===== config.mk =====
export PLATFORM = sky130hd
export DESIGN_NAME = rew_seed_expander
export DESIGN_NICKNAME = d
export VERILOG_FILES = /design/src/rtl/rew_seed_expander.sv
export SDC_FILE = /design/constraint.sdc
export NUM_CORES = 1
export LEC_CHECK = 0
export ABC_AREA = 1
export CORE_ASPECT_RATIO = 0.7
export CORE_MARGIN = 2
export CORE_UTILIZATION = 38
export DETAILED_ROUTE_END_ITERATION = 8
export MAX_ROUTING_LAYER = met4
export PLACE_DENSITY = 0.81
export SYNTH_ARGS = -nofsm -noshare
export SYNTH_HDL_FRONTEND = slang
export SYNTH_SLANG_ARGS = --single-unit

===== constraint.sdc =====
create_clock -name Clock -period 1.6 [get_ports Clock]
set_input_delay 0.16 -clock Clock [delete_from_list [all_inputs] [get_ports Clock]]
set_output_delay 0.16 -clock Clock [all_outputs]
set_load 0.01 [all_outputs]

===== src/rtl/rew_seed_expander.sv =====
// REW seed expander: turns each (IV, BID) seed into ChunksPerBkt AES counter-mode input blocks.
// Optional seed counter port OutSeedCount is built when REW_SEED_STATS_EN is defined.
module rew_seed_expander #(
  parameter int unsigned AESEntropy = 64,
  parameter int unsigned ORAML = 20,
  parameter int unsigned AESWidth = 128,
  parameter int unsigned ChunksPerBkt = 8,
  localparam int unsigned ChunkIdxWidth = (ChunksPerBkt > 1) ? $clog2(ChunksPerBkt) : 1
) (
  input  logic                     Clock,
  input  logic                     Reset,
  input  logic [AESEntropy-1:0]    InIV,
  input  logic [ORAML:0]           InBID,
  input  logic                     InValid,
  output logic                     InReady,
  output logic [AESWidth-1:0]      OutAESIn,
  output logic                     OutWrite,
  output logic [ChunkIdxWidth-1:0] OutChunk,
  output logic                     OutLast,
  output logic                     OutValid,
  input  logic                     OutReady
`ifdef REW_SEED_STATS_EN
  ,
  output logic [31:0]              OutSeedCount
`endif
);

  localparam int unsigned LvlWidth = (ORAML > 0) ? $clog2(ORAML + 1) : 1;
  localparam logic [LvlWidth-1:0] LvlMax = LvlWidth'(ORAML);
  localparam logic [ChunkIdxWidth-1:0] LastChunk = ChunkIdxWidth'(ChunksPerBkt - 1);

  if (AESEntropy + ORAML + 1 + ChunkIdxWidth > AESWidth) begin : g_width_err
    $error("rew_seed_expander: IV, BID and chunk index do not fit in AESWidth");
  end
  if (ChunksPerBkt < 1) begin : g_chunks_err
    $error("rew_seed_expander: ChunksPerBkt must be at least 1");
  end

  typedef enum logic [0:0] {StIdle, StEmit} state_e;

  state_e                   state_q, state_d;
  logic [AESEntropy-1:0]    iv_q, iv_d;
  logic [ORAML:0]           bid_q, bid_d;
  logic                     write_q, write_d;
  logic [ChunkIdxWidth-1:0] chunk_q, chunk_d;
  logic                     last_q, last_d;
  logic [LvlWidth-1:0]      lvl_cnt_q, lvl_cnt_d;
  logic                     dir_next_q, dir_next_d;
  logic                     accept, xfer;

  assign OutValid = (state_q == StEmit);
  // last_q is only ever set while emitting, so it doubles as "current block is last".
  assign InReady  = (state_q == StIdle) || (last_q && OutReady);
  assign accept   = InValid && InReady;
  assign xfer     = OutValid && OutReady;
  assign OutWrite = write_q;
  assign OutChunk = chunk_q;
  assign OutLast  = last_q;

  always_comb begin
    OutAESIn = '0;
    OutAESIn[ChunkIdxWidth-1:0] = chunk_q;
    OutAESIn[ChunkIdxWidth +: ORAML + 1] = bid_q;
    OutAESIn[ChunkIdxWidth + ORAML + 1 +: AESEntropy] = iv_q;
  end

  always_comb begin
    state_d    = state_q;
    iv_d       = iv_q;
    bid_d      = bid_q;
    write_d    = write_q;
    chunk_d    = chunk_q;
    lvl_cnt_d  = lvl_cnt_q;
    dir_next_d = dir_next_q;
    if (accept) begin
      // Covers both the idle accept and the back-to-back accept on the last block.
      state_d = StEmit;
      iv_d    = InIV;
      bid_d   = InBID;
      write_d = dir_next_q;
      chunk_d = '0;
      if (lvl_cnt_q == LvlMax) begin
        lvl_cnt_d  = '0;
        dir_next_d = ~dir_next_q;
      end else begin
        lvl_cnt_d = lvl_cnt_q + LvlWidth'(1);
      end
    end else if (xfer) begin
      if (last_q) begin
        state_d = StIdle;
      end else begin
        chunk_d = chunk_q + ChunkIdxWidth'(1);
      end
    end
    last_d = (state_d == StEmit) && (chunk_d == LastChunk);
  end

  always_ff @(posedge Clock) begin
    if (Reset) begin
      state_q    <= StIdle;
      iv_q       <= '0;
      bid_q      <= '0;
      write_q    <= 1'b0;
      chunk_q    <= '0;
      last_q     <= 1'b0;
      lvl_cnt_q  <= '0;
      dir_next_q <= 1'b0;
    end else begin
      state_q    <= state_d;
      iv_q       <= iv_d;
      bid_q      <= bid_d;
      write_q    <= write_d;
      chunk_q    <= chunk_d;
      last_q     <= last_d;
      lvl_cnt_q  <= lvl_cnt_d;
      dir_next_q <= dir_next_d;
    end
  end

`ifdef REW_SEED_STATS_EN
  logic [31:0] seed_count_q, seed_count_d;

  always_comb begin
    seed_count_d = seed_count_q;
    if (accept) begin
      seed_count_d = seed_count_q + 32'd1;
    end
  end

  always_ff @(posedge Clock) begin
    if (Reset) begin
      seed_count_q <= '0;
    end else begin
      seed_count_q <= seed_count_d;
    end
  end

  assign OutSeedCount = seed_count_q;
`else
  // No seed statistics in this build.
`endif

endmodule


Word-level counts from Yosys, hierarchy flattened
Cells that the tools add are included.
- bits in latches: 0
- register bits: 97
- memories: 0
- output and inout port bits: 135
- bits in writable memories: 0
- logic and storage cells: 27
- memory bits (read-only): 0
- reductions and logical operators: 6
- shifts and indexed selects: 0
- $mul: 0
- magnitude comparators: 0
- bitwise gates (word level): 2
- divide/modulo/power cells: 0
- equality and inequality tests: 2
- muxes and demuxes: 7
- add/subtract/negate cells: 2
- operator list (kind ; count):
    2-to-1 mux 3 bit ; 3
    adder 5 x 1 -> 5 bit, second input constant ; 1
    equality test 5 bit, second input constant ; 1
    2-to-1 mux 5 bit ; 1
    logical AND 1 bit ; 4
    adder 3 x 1 -> 3 bit, second input constant ; 1
    equality test 3 bit, second input constant ; 1
    2-to-1 mux 1 bit ; 3
    NOT 1 bit ; 2
    AND reduction 2 bit ; 1
    logical OR 1 bit ; 1

Longest topological paths before layout
Gate-level depths: netlist of run 1.
- depth after elaboration: 6
- mapped depth: 8

Worst setup path after synthesis of run 1
No wires, ideal clock.
- kind: reg-to-reg
- from: register last_q (netlist: OutLast)
- to: register iv_q[26]
- slack: 0.300 ns
- stages on the path, launching flop included: 8
- library setup time: 0.116 ns
- arrival time: 1.184 ns
- clock period less this slack: 1.300 ns
- path through: dfxtp_1 > nand2_1 > nand2_2 > nand2_2 > buf_6 > buf_4 > o21ai_0 > nor2_1
- word-level cells in the longest chain between the ends: 3
- RTL lines (element ; RTL line ; RTL):
    start, declared ; 46 ; logic last_q, last_d;
    start signal, assigned ; 114 ; last_q <= last_d;
    logical AND 1 bit ; 53 ; assign InReady = (state_q == StIdle) || (last_q && OutReady);
    logical OR 1 bit ; 53 ;
    net InReady ; 15 ; output logic InReady,
    logical AND 1 bit ; 54 ; assign accept = InValid && InReady;
    end signal, assigned ; 110 ; iv_q <= iv_d;
    end, declared ; 42 ; logic [AESEntropy-1:0] iv_q, iv_d;
The timed path passes the listed nets, and every way through them passes these cells.
A chain may end at the register's enable or synchronous reset.

Worst setup path in the final report of run 1
- from: register chunk_q[0] (netlist: OutChunk[0])
- to: output OutChunk[0]
- RTL lines (element ; RTL line ; RTL):
    start, declared ; 45 ; logic [ChunkIdxWidth-1:0] chunk_q, chunk_d;
    start signal, assigned ; 113 ; chunk_q <= chunk_d;
    end, declared ; 18 ; output logic [ChunkIdxWidth-1:0] OutChunk,
No word-level cell between the ends.

==> results of run 1 <==
## metrics by stage
stage / TNS [ps] / util [%]
2_1_floorplan: 0 / -
3_3_place_gp: 0 / 58.01
4_1_cts: 0 / 61.30
6_report: 0 / 61.31
3_5_place_dp: -1676 / 58.01
5_1_grt: 0 / 61.31
## metal layers
layer,track usage [%],vias to the layer above,share of wire [%]
li1,-,1832,-
met1,19.38,1644,41
met2,31.97,129,48
met3,8.073,9,10
met4,6.095,0,1.0
met5,-,-,0
## sequential cells by signal (all words and copies together) (netlist names)
| signal | count |
|---|---|
| dir_next_q | 1 |
| lvl_cnt_q | 5 |
| OutChunk | 3 |
| bid_q | 21 |
| OutValid | 1 |
| OutWrite | 1 |
| iv_q | 64 |
| OutLast | 1 |
## synth_stat cells
cell type / n
o21ai_0: 77
a21oi_1: 3
inv_2: 1
nand2_1: 21
conb_1: 1
xor2_1: 1
nand3_1: 6
nand4_1: 3
a21oi_4: 1
ha_1: 3
nor3_1: 2
buf_1: 1
buf_2: 13
buf_4: 44
nand2_2: 2
nor2_1: 186
inv_1: 12
clkbuf_2: 1
dfxtp_1: 97
o21ai_1: 10
buf_6: 1
clkbuf_1: 11
## where the power goes
group          total [W]  leakage (nW)  switching (W)  internal [W]
Sequential       0.00269         0.802      0.0000985       0.00260
Combinational    0.00114          1.48       0.000509      0.000634
Clock            0.00227         0.159       0.000862       0.00141
Total            0.00611          2.44        0.00147       0.00464
## path summary, 6_finish.rpt
check | start | endpoint | slack, ps | depth (start not counted)
setup / recovery | OutChunk[0]$_SDFF_PP0_ | OutChunk[0] | 130 | 1
setup reg to reg | OutLast$_SDFF_PP0_ | bid_q[5]$_SDFFE_PP0P_ | 210 | 6
hold / removal | InIV[12] | iv_q[12]$_SDFFE_PP0P_ | 420 | 3
hold reg to reg | iv_q[53]$_SDFFE_PP0P_ | iv_q[53]$_SDFFE_PP0P_ | 480 | 2
## area by class of cell
cell class / count / area [um^2] / share of cell area [%]
flip-flops and latches: 97 / 1943 / 32.60
clock inverters: 5 / 78.83 / 1.322
well taps: 128 / 160.2 / 2.687
multi-input cells: 355 / 1511 / 25.36
inverters: 13 / 48.80 / 0.8186
clock buffers: 11 / 242.7 / 4.072
repair buffers: 194 / 1976 / 33.14
## kinds of logic after synthesis
kind of cell,count (synthesis)
buf+inv,84
other cells,1
compound gates,91
fa+ha+maj,3
flops,97
xor+xnor,1
simple gates,220
==> run summary, run 1 <==
vias: 3614
DR WL/cell: 12.48 um
I/O pin cnt: 224
Root Driver: clkbuf_16
clock period minus worst slack: 1467 ps
htree depth: 3
Post-Synth XOR/XNOR Area: 0.2297%
fin area: 5961 um^2
simple-gate area share of the yosys netlist: 22.25%
max cap viols: 0
share of cells above drive strength 1: 4.593%
final std cells w/o fill: 803
Tot GR Track Use: 18.66%
complex-gate fraction of the synthesized area: 12.24%
worst hold path class: in -> reg
DIE WIDTH: 123.7 um
endpoints failing setup: 0
Pwr per Cell Area: 1025 nW/um^2
CTS Sinks: 97
DRT antenna net count: 0
top post-synthesis cells by area: dfxtp_1 51%, nor2_1 18%, o21ai_0 10%, buf_4 8.7%, nand2_1 2.1%
Synth cell types: 22
Hold-fix buffers, CTS: 0
largest net degree at the start of global routing: 42
layout overhead on the synthesized area: 56.35%
crit path kind: reg -> out
vias in the first global route: 3442
startpoint type of the worst setup path: flip-flop
hpwl dp: 7.506 mm
LEAKAGE: 2.441 nW
Synth warnings: 0
CTS resizes: 1
net count reported at finish: 762
Power, Total: 0.006108 W
CP endpoint kind: output port
total routed wirelength: 10.02 mm
Hold WS: 423.2 ps
VDD IR-drop max: 490.5 uV
worst path bufs/invs: 1
DRC: 0
Pre-antenna DRT Iters: 4
Syn Std Cell Area: 3812 um^2
Arr. time, crit path: 1310 ps
final worst-path cycle share: 91.69%
combinational family with the most area after synthesis: simple AND/OR/NAND/NOR gates
Vias per Instance: 4.501
first-pass GRT wire length: 15.29 mm
initial core utilization: 39.21%
most common cell after layout, fill and taps aside: nor2_1
Avg Inst Size Synth: 7.671 um^2
port bufs: 183
Reg clk slew, reported paths: 60 ps
most frequent cells in the layout: 186 x nor2_1, 182 x clkdlybuf4s50_1, 96 x dfxtp_1
overall die height: 87.80 um
Overflow after GRT: 0
DP Worst Slack: -84.55 ps
outcome: complete, no violations
Max Freq: 681.6 MHz
RSZ-0062 raised after global routing: false
Rows: 30
clk buf depth: 2
Fin. Hold Viols: 0
register area share after synthesis: 50.94%
DRT iter0 DRCs: 142
Mapped Cells: 497
worst-path cell chain: clkdlybuf4s50_1
final setup margin: 132.9 ps
cell taking the most area after synthesis: dfxtp_1
Synth Register Bits: 97
CTS tree: yes
CORE AREA: 9722 um^2
total CTS buffers: 9
initial antenna violation count: 0
Max Slew Vio Count: 0
post-synth top area share: 50.94%
Top Family by Delay on Critical Path: buffers and inverters
Post-CTS Setup Inserts: 0
Synth Area in Adders: 0.9846%
clk_lat worst skew: 330 ps
worst-path fanout max: 5
Die ar.: 10860 um^2
CP max stage cell: clkdlybuf4s50_1
filler cell count in the final layout: 818
DP Area: 5639 um^2
worst clock skew: 3.879 ps
Final GP Congestion: 0.7823
Post-Place Cells: 787
critical path data required time: 1440 ps
Slowest Stage Delay on Critical Path: 580 ps
post-synthesis mux area share: 0%
diodes inserted: 0
Power figures use the tool's default switching activity.
==> inputs of run 2 (changes only) <==
--- a/config.mk
+++ b/config.mk
@@ -10,6 +10,7 @@
 export CORE_MARGIN = 2
 export CORE_UTILIZATION = 38
 export DETAILED_ROUTE_END_ITERATION = 8
+export GPL_TIMING_DRIVEN = 0
 export MAX_ROUTING_LAYER = met4
 export PLACE_DENSITY = 0.81
 export SYNTH_ARGS = -nofsm -noshare
==> run summary, run 2 (synthesized netlist as in run 1, its figures left out) <==
worst reg2reg path depth: 7 (was 6)
R2R Path End: bid_q[15]$_SDFFE_PP0P_ (was bid_q[5]$_SDFFE_PP0P_)
Max Freq: 650.1 MHz (was 681.6 MHz)
layout overhead on the synthesized area: 63.67% (was 56.35%)
Pre-antenna DRT Iters: 4 (unchanged)
clk buf depth: 2 (unchanged)
Overflow after GRT: 0 (unchanged)
M1 GR Usage: 23.20% (was 19.38%)
most common cell after layout, fill and taps aside: nor2_1 (unchanged)
Root Driver: clkbuf_16 (unchanged)
worst min-delay path endpoint: iv_q[13]$_SDFFE_PP0P_ (was iv_q[12]$_SDFFE_PP0P_)
diodes inserted: 0 (unchanged)
number of flip-flops in the largest register: 64 (unchanged)
Post-Place Cells: 847 (was 787)
final worst-path cycle share: 96.14% (was 91.69%)
max cap viols: 0 (unchanged)
worst clock skew: 4.053 ps (was 3.879 ps)
Pwr per Cell Area: 964.8 nW/um^2 (was 1025 nW/um^2)
Rows: 30 (unchanged)
DIE WIDTH: 123.7 um (unchanged)
CP max stage cell: clkdlybuf4s50_1 (unchanged)
clk_lat worst skew: 330 ps (about the same)
critical path data required time: 1440 ps (about the same)
CORE AREA: 9722 um^2 (unchanged)
CTS Sinks: 97 (unchanged)
vias in the first global route: 3631 (was 3442)
hpwl dp: 8.623 mm (was 7.506 mm)
Die ar.: 10860 um^2 (unchanged)
RSZ-0062 raised after global routing: false (unchanged)
largest net degree at the start of global routing: 20 (was 42)
initial core utilization: 39.21% (unchanged)
first-pass GRT wire length: 16.80 mm (was 15.29 mm)
Hold WS: 444.3 ps (was 423.2 ps)
Top Family by Delay on Critical Path: buffers and inverters (unchanged)
GR peak layer: met2 (unchanged)
DP Worst Slack: -373.3 ps (was -84.55 ps)
overall die height: 87.80 um (unchanged)
DRC: 0 (unchanged)
vias: 3862 (was 3614)
worst hold path class: in -> reg (unchanged)
Biggest register: iv_q (unchanged)
VDD IR-drop max: 669.2 uV (was 490.5 uV)
Slowest Stage Delay on Critical Path: 600 ps (was 580 ps)
DRT iter0 DRCs: 112 (was 142)
GR Util met3: 7.031% (was 8.073%)
most frequent cells in the layout: 186 x nor2_1, 182 x clkdlybuf4s50_1, 95 x dfxtp_1 (was 186 x nor2_1, 182 x clkdlybuf4s50_1, 96 x dfxtp_1)
final setup margin: 61.78 ps (was 132.9 ps)
Final GP Congestion: 0.8440 (was 0.7823)
DR WL/cell: 12.88 um (was 12.48 um)
hold depth: 3 (unchanged)
startpoint type of the worst setup path: flip-flop (unchanged)
LEAKAGE: 2.659 nW (was 2.441 nW)
worst reg-to-reg setup slack: 160 ps (was 210 ps)
port bufs: 183 (unchanged)
outcome: complete, no violations (unchanged)
Top Registers: iv_q x64, bid_q x21, lvl_cnt_q x5 (unchanged)
Post-CTS Setup Inserts: 0 (unchanged)
net count reported at finish: 821 (was 762)
worst-path fanout max: 5 (unchanged)
share of cells above drive strength 1: 11.05% (was 4.593%)
Max Slew Vio Count: 0 (unchanged)
Reg clk slew, reported paths: 70 ps (was 60 ps)
global-route track usage on met2: 35.21% (was 31.97%)
worst path bufs/invs: 1 (unchanged)
initial antenna violation count: 0 (unchanged)
final std cells w/o fill: 861 (was 803)
Vias per Instance: 4.485 (was 4.501)
Tot GR Track Use: 20.57% (was 18.66%)
htree depth: 3 (unchanged)
DRT antenna net count: 0 (unchanged)
total CTS buffers: 9 (unchanged)
worst-path cell chain: clkdlybuf4s50_1 (unchanged)
hold path start: InIV[13] (was InIV[12])
Fin. Hold Viols: 0 (unchanged)
CTS tree: yes (unchanged)
endpoints failing setup: 0 (unchanged)
crit path kind: reg -> out (unchanged)
CP endpoint kind: output port (unchanged)
RR Startpoint: OutLast$_SDFF_PP0_ (unchanged)
I/O pin cnt: 224 (unchanged)
Arr. time, crit path: 1380 ps (was 1310 ps)
Hold-fix buffers, CTS: 0 (unchanged)
total routed wirelength: 11.09 mm (was 10.02 mm)
clock period minus worst slack: 1538 ps (was 1467 ps)
run 2: report_power, final:
group          internal, W  leakage (nW)  switching, W  total [W]
clock              0.00120         0.131      0.000904    0.00211
combinational     0.000687          1.73      0.000540    0.00123
sequential         0.00259         0.803     0.0000937    0.00269
run 2: worst max-delay path by stage:
| stage | slack, ps | startpoint | cells past startpoint | endpoint |
|---|---|---|---|---|
| final | 60 | OutValid$_SDFF_PP0_ | 1 | OutValid |
| after global routing | 1 | OutLast$_SDFF_PP0_ | 7 | bid_q[3]$_SDFFE_PP0P_ |
| after CTS | 30 | OutChunk[0]$_SDFF_PP0_ | 2 | OutChunk[0] |
| after detailed placement | -370 | Reset | 6 | iv_q[21]$_SDFFE_PP0P_ |
| after global placement | -300 | Reset | 6 | iv_q[17]$_SDFFE_PP0P_ |
| after floorplan | 300 | OutLast$_SDFF_PP0_ | 7 | iv_q[26]$_SDFFE_PP0P_ |
run 2: stage by stage:
step	util [%]	instance area [um^2]	setup TNS [ps]	power, W
after floorplan	-	3959	0	0.003283
after global placement	61.21	5951	-8019	0.003929
after detailed placement	61.21	5951	-10750	0.003966
after CTS	64.11	6232	0	0.006060
after global routing	64.18	6240	0	0.006277
final	64.18	6240	0	0.006020
run 2: metal layers:
metal	vias to the layer above	wire (um)	share of wire, %
met3	11	1042	9.4
li1	1953	-	-
met5	-	0	0
met4	0	112	1.0
met2	138	5411	49
met1	1760	4520	41
run 2: layout make-up:
cell class | count | area (um^2)
plain buffers | 70 | 457.9
fillers | 842 | 3482
inverters | 13 | 48.80
repair buffers | 183 | 1831
flip-flops and latches | 97 | 1944
clock buffers | 10 | 229.0
multi-input cells | 355 | 1511
well taps | 128 | 160.2
clock inverters | 5 | 57.56
run 2: what timing repair did:
action,4_1_cts,5_1_grt
resized for setup,1,7
pin swaps,0,0
endpoints found under the setup margin,3,10
